--- src/rtl/add_stage_pkg.sv ---
// Shared types and widths for the add stage controller and its result FIFO.
package add_stage_pkg;

  localparam int DATA_W   = 32;
  localparam int OF_CNT_W = 8;

  typedef struct packed {
    logic [DATA_W-1:0] sum;
    logic              cout;
    logic              of;
  } res_t;

  function automatic logic [OF_CNT_W-1:0] of_cnt_sat_inc(input logic [OF_CNT_W-1:0] cnt);
    if (cnt == {OF_CNT_W{1'b1}}) begin
      return cnt;
    end else begin
      return cnt + {{(OF_CNT_W-1){1'b0}}, 1'b1};
    end
  endfunction

endpackage

--- src/rtl/add_stage_if.sv ---
// Operand, adder, result and overflow-status signals of add_stage_ctrl.
interface add_stage_if;
  import add_stage_pkg::*;

  logic                op_valid;
  logic                op_ready;
  logic [DATA_W-1:0]   op_a;
  logic [DATA_W-1:0]   op_b;
  logic [DATA_W-1:0]   add_in1;
  logic [DATA_W-1:0]   add_in2;
  logic [DATA_W-1:0]   add_sum;
  logic                add_cout;
  logic                add_of;
  logic                res_valid;
  logic                res_ready;
  logic [DATA_W-1:0]   res_sum;
  logic                res_cout;
  logic                res_of;
  logic                of_clr;
  logic                of_sticky;
  logic [OF_CNT_W-1:0] of_count;

  modport master (
    output op_valid, op_a, op_b, add_sum, add_cout, add_of, res_ready, of_clr,
    input  op_ready, add_in1, add_in2, res_valid, res_sum, res_cout, res_of,
           of_sticky, of_count
  );

  modport slave (
    input  op_valid, op_a, op_b, add_sum, add_cout, add_of, res_ready, of_clr,
    output op_ready, add_in1, add_in2, res_valid, res_sum, res_cout, res_of,
           of_sticky, of_count
  );

endinterface

--- src/rtl/add_res_fifo.sv ---
// Synchronous FIFO of adder result records with occupancy count, full and empty.
// A pop on an empty FIFO is ignored; a push while full is taken only with a pop.
module add_res_fifo
  import add_stage_pkg::*;
#(
  parameter  int DEPTH = 4,
  localparam int PTR_W = $clog2(DEPTH),
  localparam int CNT_W = $clog2(DEPTH) + 1
) (
  input  logic             clk,
  input  logic             rst,
  input  logic             wr_en,
  input  res_t             wr_data,
  input  logic             rd_en,
  output res_t             rd_data,
  output logic [CNT_W-1:0] count,
  output logic             full,
  output logic             empty
);

  logic [PTR_W-1:0] wr_ptr_q, wr_ptr_d;
  logic [PTR_W-1:0] rd_ptr_q, rd_ptr_d;
  logic [CNT_W-1:0] count_q, count_d;
  logic             wr_fire_s, rd_fire_s;
  res_t             mem_q [DEPTH];

  function automatic logic [PTR_W-1:0] ptr_inc(input logic [PTR_W-1:0] p);
    if (p == PTR_W'(DEPTH - 1)) begin
      return {PTR_W{1'b0}};
    end else begin
      return p + {{(PTR_W-1){1'b0}}, 1'b1};
    end
  endfunction

  assign empty   = (count_q == {CNT_W{1'b0}});
  assign full    = (count_q == CNT_W'(DEPTH));
  assign count   = count_q;
  assign rd_data = mem_q[rd_ptr_q];

  // Pointer and occupancy next-state.
  always_comb begin
    rd_fire_s = rd_en && !empty;
    wr_fire_s = wr_en && (!full || rd_fire_s);
    wr_ptr_d  = wr_fire_s ? ptr_inc(wr_ptr_q) : wr_ptr_q;
    rd_ptr_d  = rd_fire_s ? ptr_inc(rd_ptr_q) : rd_ptr_q;
    count_d   = count_q;
    case ({wr_fire_s, rd_fire_s})
      2'b10:   count_d = count_q + {{(CNT_W-1){1'b0}}, 1'b1};
      2'b01:   count_d = count_q - {{(CNT_W-1){1'b0}}, 1'b1};
      default: count_d = count_q;
    endcase
  end

  // Pointer and occupancy registers.
  always_ff @(posedge clk or posedge rst) begin
    if (rst) begin
      wr_ptr_q <= {PTR_W{1'b0}};
      rd_ptr_q <= {PTR_W{1'b0}};
      count_q  <= {CNT_W{1'b0}};
    end else begin
      wr_ptr_q <= wr_ptr_d;
      rd_ptr_q <= rd_ptr_d;
      count_q  <= count_d;
    end
  end

  // Storage array; contents are don't-care until written.
  always_ff @(posedge clk) begin
    if (wr_fire_s) begin
      mem_q[wr_ptr_q] <= wr_data;
    end
  end

endmodule

--- src/rtl/add_stage_ctrl.sv ---
// Operand register feeding an external adder, with results buffered in a FIFO.
// Define ADD_STAGE_OF_COUNT_EN to build the saturating overflow counter.
module add_stage_ctrl
  import add_stage_pkg::*;
#(
  parameter int FIFO_DEPTH = 4
) (
  input logic         clk,
  input logic         rst,
  add_stage_if.slave  bus
);

  localparam int CNT_W = $clog2(FIFO_DEPTH) + 1;

  logic              stage_valid_q, stage_valid_d;
  logic [DATA_W-1:0] op_a_q, op_a_d;
  logic [DATA_W-1:0] op_b_q, op_b_d;
  logic              of_sticky_q, of_sticky_d;
  logic [CNT_W-1:0]  fifo_count_s;
  logic [CNT_W-1:0]  occupancy_s;
  logic              fifo_full_s, fifo_empty_s;
  logic              op_ready_s, handshake_s, of_cap_s;
  res_t              wr_rec_s, rd_rec_s;

  // Readiness counts the result still in the stage, so a capture always finds room.
  always_comb begin
    occupancy_s = fifo_count_s + {{(CNT_W-1){1'b0}}, stage_valid_q};
    op_ready_s  = !fifo_full_s && (occupancy_s < CNT_W'(FIFO_DEPTH));
    handshake_s = bus.op_valid && op_ready_s;
    of_cap_s    = stage_valid_q && bus.add_of;
    wr_rec_s    = '{sum: bus.add_sum, cout: bus.add_cout, of: bus.add_of};
  end

  // Stage and sticky-flag next-state.
  always_comb begin
    stage_valid_d = handshake_s;
    if (handshake_s) begin
      op_a_d = bus.op_a;
      op_b_d = bus.op_b;
    end else begin
      op_a_d = op_a_q;
      op_b_d = op_b_q;
    end
    if (of_cap_s) begin
      of_sticky_d = 1'b1;
    end else if (bus.of_clr) begin
      of_sticky_d = 1'b0;
    end else begin
      of_sticky_d = of_sticky_q;
    end
  end

  // Stage and sticky-flag registers.
  always_ff @(posedge clk or posedge rst) begin
    if (rst) begin
      stage_valid_q <= 1'b0;
      op_a_q        <= {DATA_W{1'b0}};
      op_b_q        <= {DATA_W{1'b0}};
      of_sticky_q   <= 1'b0;
    end else begin
      stage_valid_q <= stage_valid_d;
      op_a_q        <= op_a_d;
      op_b_q        <= op_b_d;
      of_sticky_q   <= of_sticky_d;
    end
  end

  add_res_fifo #(.DEPTH(FIFO_DEPTH)) u_fifo (
    .clk     (clk),
    .rst     (rst),
    .wr_en   (stage_valid_q),
    .wr_data (wr_rec_s),
    .rd_en   (bus.res_ready),
    .rd_data (rd_rec_s),
    .count   (fifo_count_s),
    .full    (fifo_full_s),
    .empty   (fifo_empty_s)
  );

`ifdef ADD_STAGE_OF_COUNT_EN
  logic [OF_CNT_W-1:0] of_count_q, of_count_d;

  // A clear coinciding with an overflow capture counts that capture.
  always_comb begin
    if (bus.of_clr) begin
      of_count_d = of_cap_s ? {{(OF_CNT_W-1){1'b0}}, 1'b1} : {OF_CNT_W{1'b0}};
    end else if (of_cap_s) begin
      of_count_d = of_cnt_sat_inc(of_count_q);
    end else begin
      of_count_d = of_count_q;
    end
  end

  // Overflow counter register.
  always_ff @(posedge clk or posedge rst) begin
    if (rst) begin
      of_count_q <= {OF_CNT_W{1'b0}};
    end else begin
      of_count_q <= of_count_d;
    end
  end

  assign bus.of_count = of_count_q;
`else
  assign bus.of_count = {OF_CNT_W{1'b0}};
`endif

  assign bus.op_ready  = op_ready_s;
  assign bus.add_in1   = op_a_q;
  assign bus.add_in2   = op_b_q;
  assign bus.res_valid = !fifo_empty_s;
  assign bus.res_sum   = rd_rec_s.sum;
  assign bus.res_cout  = rd_rec_s.cout;
  assign bus.res_of    = rd_rec_s.of;
  assign bus.of_sticky = of_sticky_q;

endmodule

--- src/flat_wrapper.sv ---
// flat-port wrapper written by rule: the top's interface ports become plain ports
module add_stage_ctrl_flat import add_stage_pkg::*;
#(
  parameter int FIFO_DEPTH = 4
)
  (clk, rst, bus_op_valid, bus_op_a, bus_op_b, bus_add_sum, bus_add_cout, bus_add_of, bus_res_ready, bus_of_clr, bus_op_ready, bus_add_in1, bus_add_in2, bus_res_valid, bus_res_sum, bus_res_cout, bus_res_of, bus_of_sticky, bus_of_count);
  add_stage_if bus_i ();
  input logic clk;
  input logic rst;
  input wire logic [$bits(bus_i.op_valid)-1:0] bus_op_valid;
  input wire logic [$bits(bus_i.op_a)-1:0] bus_op_a;
  input wire logic [$bits(bus_i.op_b)-1:0] bus_op_b;
  input wire logic [$bits(bus_i.add_sum)-1:0] bus_add_sum;
  input wire logic [$bits(bus_i.add_cout)-1:0] bus_add_cout;
  input wire logic [$bits(bus_i.add_of)-1:0] bus_add_of;
  input wire logic [$bits(bus_i.res_ready)-1:0] bus_res_ready;
  input wire logic [$bits(bus_i.of_clr)-1:0] bus_of_clr;
  output wire logic [$bits(bus_i.op_ready)-1:0] bus_op_ready;
  output wire logic [$bits(bus_i.add_in1)-1:0] bus_add_in1;
  output wire logic [$bits(bus_i.add_in2)-1:0] bus_add_in2;
  output wire logic [$bits(bus_i.res_valid)-1:0] bus_res_valid;
  output wire logic [$bits(bus_i.res_sum)-1:0] bus_res_sum;
  output wire logic [$bits(bus_i.res_cout)-1:0] bus_res_cout;
  output wire logic [$bits(bus_i.res_of)-1:0] bus_res_of;
  output wire logic [$bits(bus_i.of_sticky)-1:0] bus_of_sticky;
  output wire logic [$bits(bus_i.of_count)-1:0] bus_of_count;
  assign bus_i.op_valid = bus_op_valid;
  assign bus_i.op_a = bus_op_a;
  assign bus_i.op_b = bus_op_b;
  assign bus_i.add_sum = bus_add_sum;
  assign bus_i.add_cout = bus_add_cout;
  assign bus_i.add_of = bus_add_of;
  assign bus_i.res_ready = bus_res_ready;
  assign bus_i.of_clr = bus_of_clr;
  assign bus_op_ready = bus_i.op_ready;
  assign bus_add_in1 = bus_i.add_in1;
  assign bus_add_in2 = bus_i.add_in2;
  assign bus_res_valid = bus_i.res_valid;
  assign bus_res_sum = bus_i.res_sum;
  assign bus_res_cout = bus_i.res_cout;
  assign bus_res_of = bus_i.res_of;
  assign bus_of_sticky = bus_i.of_sticky;
  assign bus_of_count = bus_i.of_count;
  add_stage_ctrl #(.FIFO_DEPTH(FIFO_DEPTH)) u_core (.clk(clk), .rst(rst), .bus(bus_i));
endmodule
--- config.mk ---
export PLATFORM = sky130hd
export DESIGN_NAME = add_stage_ctrl_flat
export DESIGN_NICKNAME = d
export VERILOG_FILES = /design/src/rtl/add_stage_pkg.sv /design/src/rtl/add_stage_if.sv /design/src/rtl/add_res_fifo.sv /design/src/rtl/add_stage_ctrl.sv /design/src/flat_wrapper.sv
export SDC_FILE = /design/constraint.sdc
export NUM_CORES = 1
export LEC_CHECK = 0
export BUFFER_PORTS_ARGS = -buffer_cell sky130_fd_sc_hd__buf_2
export CAP_MARGIN = 30
export CORE_ASPECT_RATIO = 2
export CORE_UTILIZATION = 47
export DETAILED_ROUTE_END_ITERATION = 16
export GPL_ROUTABILITY_DRIVEN = 0
export GPL_TIMING_DRIVEN = 0
export PLACE_DENSITY_LB_ADDON = 0.25
export SLEW_MARGIN = 40
export SYNTH_ARGS = -nofsm -noshare
export SYNTH_HDL_FRONTEND = slang
export SYNTH_SLANG_ARGS = --single-unit
--- constraint.sdc ---
create_clock -name clk -period 2.3 [get_ports clk]
set_clock_uncertainty 0.1 [all_clocks]
set_input_delay 0.23 -clock clk [delete_from_list [all_inputs] [get_ports clk]]
set_output_delay 0.23 -clock clk [all_outputs]
set_load 0.02 [all_outputs]
---- After elaboration in Yosys (flattened, before gate mapping) ----
Memories as Yosys holds them, arrays and structs flattened.
Index checks and enable logic that the tools add are counted.
operators by class
  add/subtract/negate cells ............... 5
  $lt $le $gt $ge ......................... 1
  eq/ne operators ......................... 5
  mux-type cells .......................... 7
  reductions and logical operators ........ 11
operators with widths
  cell                   count
  $eq A2 B2 Y1 const B   3
  $pmux W3 S2            1
  $logic_and A1 B1 Y1    5
  $add A2 B1 Y2 const B  2
  $mux W1                4
  $mux W2                2
  $reduce_bool A2 Y1     2
  $add A3 B1 Y3          1
  $add A3 B1 Y3 const B  1
  $eq A3 B3 Y1 const B   1
  $logic_not A3 Y1       1
  $lt A3 B3 Y1 const B   1
  $sub A3 B1 Y3 const B  1
  $eq A2 B1 Y1 const B   1
  $logic_not A1 Y1       2
  $logic_or A1 B1 Y1     1
word-level totals
  register bits after elaboration ......... 73
  bits in writable memories ............... 136
  input port bits ......................... 103
  output and inout bits ................... 109
  word-level logic and storage cells ...... 37
  memories ................................ 1
memories
  memory               words  width  read ports  clocked after memory_dff  wr ports  line                source
  u_core.u_fifo.mem_q  4      34     1           0                         1         add_res_fifo.sv:25  res_t mem_q [DEPTH];

---- Logic depth before layout (Yosys ltp) ----
  depth in word-level cells ............... 7
  depth in mapped cells ................... 7

---- By module ----
A second synthesis with hierarchy kept.
second synthesis, totals
  cell total of the unflattened synthesis .. 392
  area, all modules ....................... 8015.2 um^2
by module, submodules not included
  module          instances  cells an instance  area an instance (um^2)  seq. area each (um^2)
  add_res_fifo    1          235                5446.5                   4259.1
  add_stage_ctrl  1          157                2568.7                   1651.6

---- Worst setup path before layout ----
OpenSTA, ideal clock, no wires.
  path type ............................... reg2reg
  start ................................... reg u_core.u_fifo.count_q[0], in the netlist u_core.u_fifo.count[0]
  end ..................................... reg u_core.u_fifo.count_q[2], in the netlist u_core.u_fifo.count[2]
  data arrival time ....................... 2.083 ns
  required time ........................... 2.082 ns
  path slack .............................. -0.001 ns
  cell stages (with the launch flop) ...... 8
  buffers on the path ..................... 1
  clock period less this slack ............ 2.301 ns
  cells stage by stage .................... dfrtp_1 buf_2 or3_1 nand3b_1 fa_1 or3b_2 a32o_1 a21o_1
on the way
  longest elaborated chain between the ends .. 7
  elaborated cells between the ends (all ways) .. 13
  those cells by class .................... 2 x add/sub; 3 x eq/ne; 1 x mux; 7 x reduce/logical
RTL lines
  item                                                      line                source
  start: declaration                                        add_res_fifo.sv:23  logic [CNT_W-1:0] count_q, count_d;
  start signal: assignment                                  add_res_fifo.sv:59  count_q <= {CNT_W{1'b0}};
  start signal: assignment                                  add_res_fifo.sv:63  count_q <= count_d;
  $logic_not A3 Y1 (*)                                      add_res_fifo.sv:35  assign empty = (count_q == {CNT_W{1'b0}});
  $logic_not A1 Y1 (*)                                      n/a
  named net bus_res_valid                                   flat_wrapper.sv:21  output wire logic [$bits(bus_i.res_valid)-1:0] bus_res_valid;
  $logic_and A1 B1 Y1 (*)                                   add_res_fifo.sv:42  rd_fire_s = rd_en && !empty;
  $logic_or A1 B1 Y1                                        add_res_fifo.sv:43  wr_fire_s = wr_en && (!full || rd_fire_s);
  $logic_and A1 B1 Y1                                       add_res_fifo.sv:43
  $eq A2 B1 Y1 / $eq A2 B2 Y1 (equally long branches)       add_res_fifo.sv:47  case ({wr_fire_s, rd_fire_s})
  $pmux W3 S2 / $reduce_bool A2 Y1 (equally long branches)  n/a
Mark *: on every way through the listed nets, which the timed path passes. The rest lies on a longest branch.
A chain may end at the register's enable or synchronous reset.

---- Worst setup path in the final report ----
  start ................................... reg u_core.stage_valid_q
  end ..................................... reg u_core.u_fifo.count_q[2], in the netlist u_core.u_fifo.count[2]
on the way
  longest elaborated chain between the ends .. 3
  elaborated cells between the ends (all ways) .. 5
  those cells by class .................... 2 x eq/ne; 1 x mux; 2 x reduce/logical
RTL lines
  item                                                      line                  source
  start: declaration                                        add_stage_ctrl.sv:15  logic stage_valid_q, stage_valid_d;
  start signal: assignment                                  add_stage_ctrl.sv:61  stage_valid_q <= stage_valid_d;
  $logic_and A1 B1 Y1 (*)                                   add_res_fifo.sv:43
  $eq A2 B1 Y1 / $eq A2 B2 Y1 (equally long branches)       add_res_fifo.sv:47
  $pmux W3 S2 / $reduce_bool A2 Y1 (equally long branches)  n/a
Every way passes the cells marked *; elsewhere a longest branch is shown, timed or not.

==> results by stage <==
Outcome:
- The flow ran to the end, and the final reports show no timing, DRC or antenna violations.

Placement:
- The worst-case setup slack after placement is -11.2 ps.
- The number of port buffers is 202.
- The post-detailed-placement half-perimeter wirelength is 10,300 µm.
- In this run, placement finished with an instance count of 804.

Logic synthesis:
- Synthesis produced a netlist whose cell count is 387.
- The compound-cell area share of the yosys netlist is 0.927%.
- The simple logic cell fraction of the synthesized area is 1.49%.
- A synthesized cell averages 20.6 µm².
- The yosys synthesis warning count is 0.
- After synthesis the cells add up to 7960 µm².
- The distinct cell type count of the synthesized netlist is 34.
- In the synthesized netlist, mux cells make up 19.4% of the area.
- Sequential elements use 74.2% of the synthesized area.
- The synthesized design contains 209 register bits.
- The synthesized netlist devotes 1.04% of its cell area to adder and majority cells.
- The largest family of logic cells by synthesized area is multiplexers.
- Of the total synthesized cell area, the portion taken by XOR and XNOR cells is 0.330%.

Die:
- The initial utilization of the core area, before any placement, comes to 47.7%.
- After floorplanning, the core was divided into 67 placement rows.
- The boundary pin count is 212.
- The core footprint is 16,700 µm².
- The floorplan step defined a die boundary enclosing 17,500 µm².
- The floorplan step set the die width to 94.0 µm.
- The floorplan step set the die height to 186 µm.

Clock network:
- After clock tree synthesis, the clock-pin slew on the worst setup and hold paths is 70 ps.
- The root buffer cell is clkbuf_16.
- The clock reaches the later pin of the worst-skew pair after 480 ps.
- Counting along the longest clock path gives a buffer depth of 3.
- Counting the buffers created by CTS gives 19.
- TritonCTS built the clock tree.
- The number of sinks on the clock net is 209.
- The H-tree depth reported by CTS is 1.

Routing:
- The first detailed-routing pass ran for 6 iterations.
- For this run, design rule violations remaining after detail routing come to 0.
- The average wire per cell in the routed design is 17.6 µm.
- The wire length reported by the detailed router is 16,600 µm.
- The initial DRC count is 189.
- The per-cell via count in the routed design is 5.01.
- Once detail routing completed, the nets flagged for antenna violations numbered 0.
- The via count is 4,729.

Job:
- The max capacitance violation total is 0.

Cells and area:
- The post-route netlist has 43.8% of its cells at a drive strength greater than 1.
- Counting the fill cells in the layout gives 1,138.
- The antenna diode instance count is 0.
- The core utilization of the finished layout is 66.0%.
- From synthesis to final layout, the design area changed by 38.3%.
- Leaving out filler cells and counting taps, the final layout contains 944.
- The number of nets in the layout is 834.

Global routing:
- The initial antenna violation count is 0.
- Global routing finished with a remaining overflow of 0.
- The first global-routing pass estimated 25,800 µm of wire.
- Entering global routing, the biggest net connects 55 pins.
- For this run, the total global-route usage over all layers was measured as 19.3%.
- The via count of the first global-routing pass is 5,261.

Worst setup path:
- For this design, the slowest cell found on the critical path is fa_2.
- Traced cell by cell, the critical path runs through buf_6 -> nand3b_1 -> fa_2 -> or3b_4 -> a32o_1 -> a21o_1.
- The reg2reg setup slack is 90 ps.
- STA classifies the critical path endpoint as a register.
- The category of the most critical setup path is reg2reg.
- The largest fanout on the critical path is 10.
- At the worst endpoint, the arrival time is 2470 ps.
- The data required time at the worst endpoint is 2560 ps.
- The worst setup path is launched from a register.
- The maximum cell stage delay along the critical path is 450 ps.

Pwr:
- IR analysis of the VDD net gives a maximum drop of 0.000808 V.
- The power density over the cells is 1270 nW/µm².
- The leakage power summed over all cells is 4.45 nW.

STA:
- The clock period could shrink to 2210 ps.
- The final worst setup slack is 88.6 ps.
- Hold is met by 123 ps.
- For the pin with the worst max-slew slack, the measured transition is 546 ps.
- The fmax is 0.452 GHz.
- The count of final hold-check violations was 0.
- The count of final max-slew check failures is 0.
- The final setup violation count is 0.
- The ratio of final minimum period to clock period is 96.1%.
- The tightest slew margin relative to the limit is 63.6%.
- Setup repair after global routing left no endpoint under its margin.

Worst hold path:
- The min-delay analysis places its worst path in the category in2async.
[logic make-up after synthesis]
group / Yosys count
flops: 209
xor+xnor: 3
buf+inv: 33
simple gates: 22
fa+ha+maj: 6
other cells: 1
compound gates: 10
mux: 103
[worst max-delay path, delay by kind of cell (launching register included)]
kind | cells | cell delay (ps)
simple gates | 2 | 610
compound gates | 2 | 390
fa+ha+maj | 1 | 450
flops | 1 | 400
buf+inv | 1 | 150
[cell usage in the layout, fill, tap and decap left out, types with 2 or more instances in the layout]
cell	count
buf_2	204
edfxtp_1	136
dlygate4sd3_1	101
dfrtp_1	70
mux2_1	51
mux4_2	34
clkbuf_16	20
mux2_2	17
buf_4	16
conb_1	8
buf_6	7
clkbuf_1	7
inv_1	5
ha_1	5
nand2_1	4
nor2_1	4
and2_4	4
nand3_1	3
o21ai_0	3
buf_12	3
dfrtp_2	3
xnor2_1	2
nor2b_1	2
nand3b_1	2
clkbuf_4	2
clkinv_1	2
clkinvlp_4	2
[final timing paths]
path | end | from | cells past startpoint
worst max-delay path | u_core.u_fifo.count[2]$_DFFE_PP0P_ | u_core.stage_valid_q$_DFF_PP0_ | 6
worst min-delay path | u_core.bus.add_in1[18]$_DFFE_PP0P_ | rst | 3
worst max register to register | u_core.u_fifo.count[2]$_DFFE_PP0P_ | u_core.stage_valid_q$_DFF_PP0_ | 6
worst min register to register | u_core.bus.add_in1[6]$_DFFE_PP0P_ | u_core.bus.add_in1[6]$_DFFE_PP0P_ | 1
max in group asynchronous | u_core.u_fifo.count[2]$_DFFE_PP0P_ | rst | 4
min in group clk | u_core.u_fifo.count[0]$_DFFE_PP0P_ | bus_res_ready | 4
[registers in the layout, summed over array words and instances (netlist names)]
| name | cells |
|---|---|
| u_core.u_fifo.wr_ptr_q | 2 |
| u_core.u_fifo.rd_ptr_q | 2 |
| u_core.bus.add_in2 | 32 |
| u_core.stage_valid_q | 1 |
| u_core.u_fifo.count | 3 |
| u_core.u_fifo.mem_q | 136 |
| u_core.bus.of_sticky | 1 |
| u_core.bus.add_in1 | 32 |
[through the flow]
stage / area [µm²] / power [W] / TNS, ps
2_1_floorplan: 7990 / 0.00905 / 0
3_3_place_gp: 9260 / 0.0106 / -117530
3_5_place_dp: 9310 / 0.0108 / -11.2
4_1_cts: 10900 / 0.0140 / 0
5_1_grt: 11000 / 0.0147 / 0
6_report: 11000 / 0.0140 / 0
[layer usage]
metal | global-route usage [%] | vias up | routed length, µm
met4 | 6.77 | 0 | 410
met3 | 3.84 | 33 | 1010
met2 | 36.1 | 180 | 9130
met5 | 0 | - | 0
li1 | - | 2162 | -
met1 | 21.1 | 2354 | 6050
[final cells by class]
cell class              count  area (µm²)  area share, %
repair buffers            311        2100           19.1
well taps                 207         259           2.35
clock buffers              27         531           4.82
multi-input cells         152        1890           17.2
flip-flops and latches    209        5910           53.7
inverters                   7        31.3          0.284
clock inverters             6        36.3          0.329
plain buffers              25         248           2.25
[synthesized netlist by cell type]
cell type | count | area share [%]
a21o_1 | 1 | 0.094
a21oi_1 | 1 | 0.063
a32o_1 | 1 | 0.13
and2_1 | 4 | 0.31
buf_2 | 8 | 0.50
buf_4 | 9 | 0.85
buf_6 | 5 | 0.71
clkbuf_1 | 4 | 0.19
conb_1 | 1 | 0.047
dfrtp_1 | 73 | 23
edfxtp_1 | 136 | 51
fa_1 | 1 | 0.25
ha_1 | 5 | 0.79
inv_1 | 6 | 0.28
inv_2 | 1 | 0.047
mux2_1 | 51 | 7.2
mux2_2 | 17 | 2.4
mux2i_1 | 1 | 0.13
mux4_2 | 34 | 9.6
nand2_1 | 4 | 0.19
nand2b_1 | 1 | 0.079
nand3_1 | 3 | 0.19
nand3b_1 | 2 | 0.19
nor2_1 | 4 | 0.19
nor2b_1 | 2 | 0.16
o211ai_1 | 1 | 0.094
o21ai_0 | 3 | 0.19
o21ba_2 | 1 | 0.13
o31ai_1 | 1 | 0.094
o41a_1 | 1 | 0.14
or3_1 | 1 | 0.079
or3b_2 | 1 | 0.11
xnor2_1 | 2 | 0.22
xor2_1 | 1 | 0.11
[what timing repair did]
| item | in CTS | in global routing |
|---|---|---|
| buffers inserted | 0 | 7 |
| endpoints found under the hold margin | 274 | 0 |
| gates cloned | 0 | 0 |
| pin swaps | 0 | 1 |
| setup endpoints to repair | 30 | 30 |
| hold buffers | 101 | 0 |
| resized for setup | 17 | 12 |
[power by group]
| group | leakage (nW) | total (W) | internal (W) | switching (W) |
|---|---|---|---|---|
| clock network | 0.270 | 0.00293 | 0.00162 | 0.00131 |
| logic | 2.09 | 0.00547 | 0.00243 | 0.00304 |
| registers | 2.09 | 0.00560 | 0.00512 | 0.000481 |
Power figures use the tool's default switching activity.
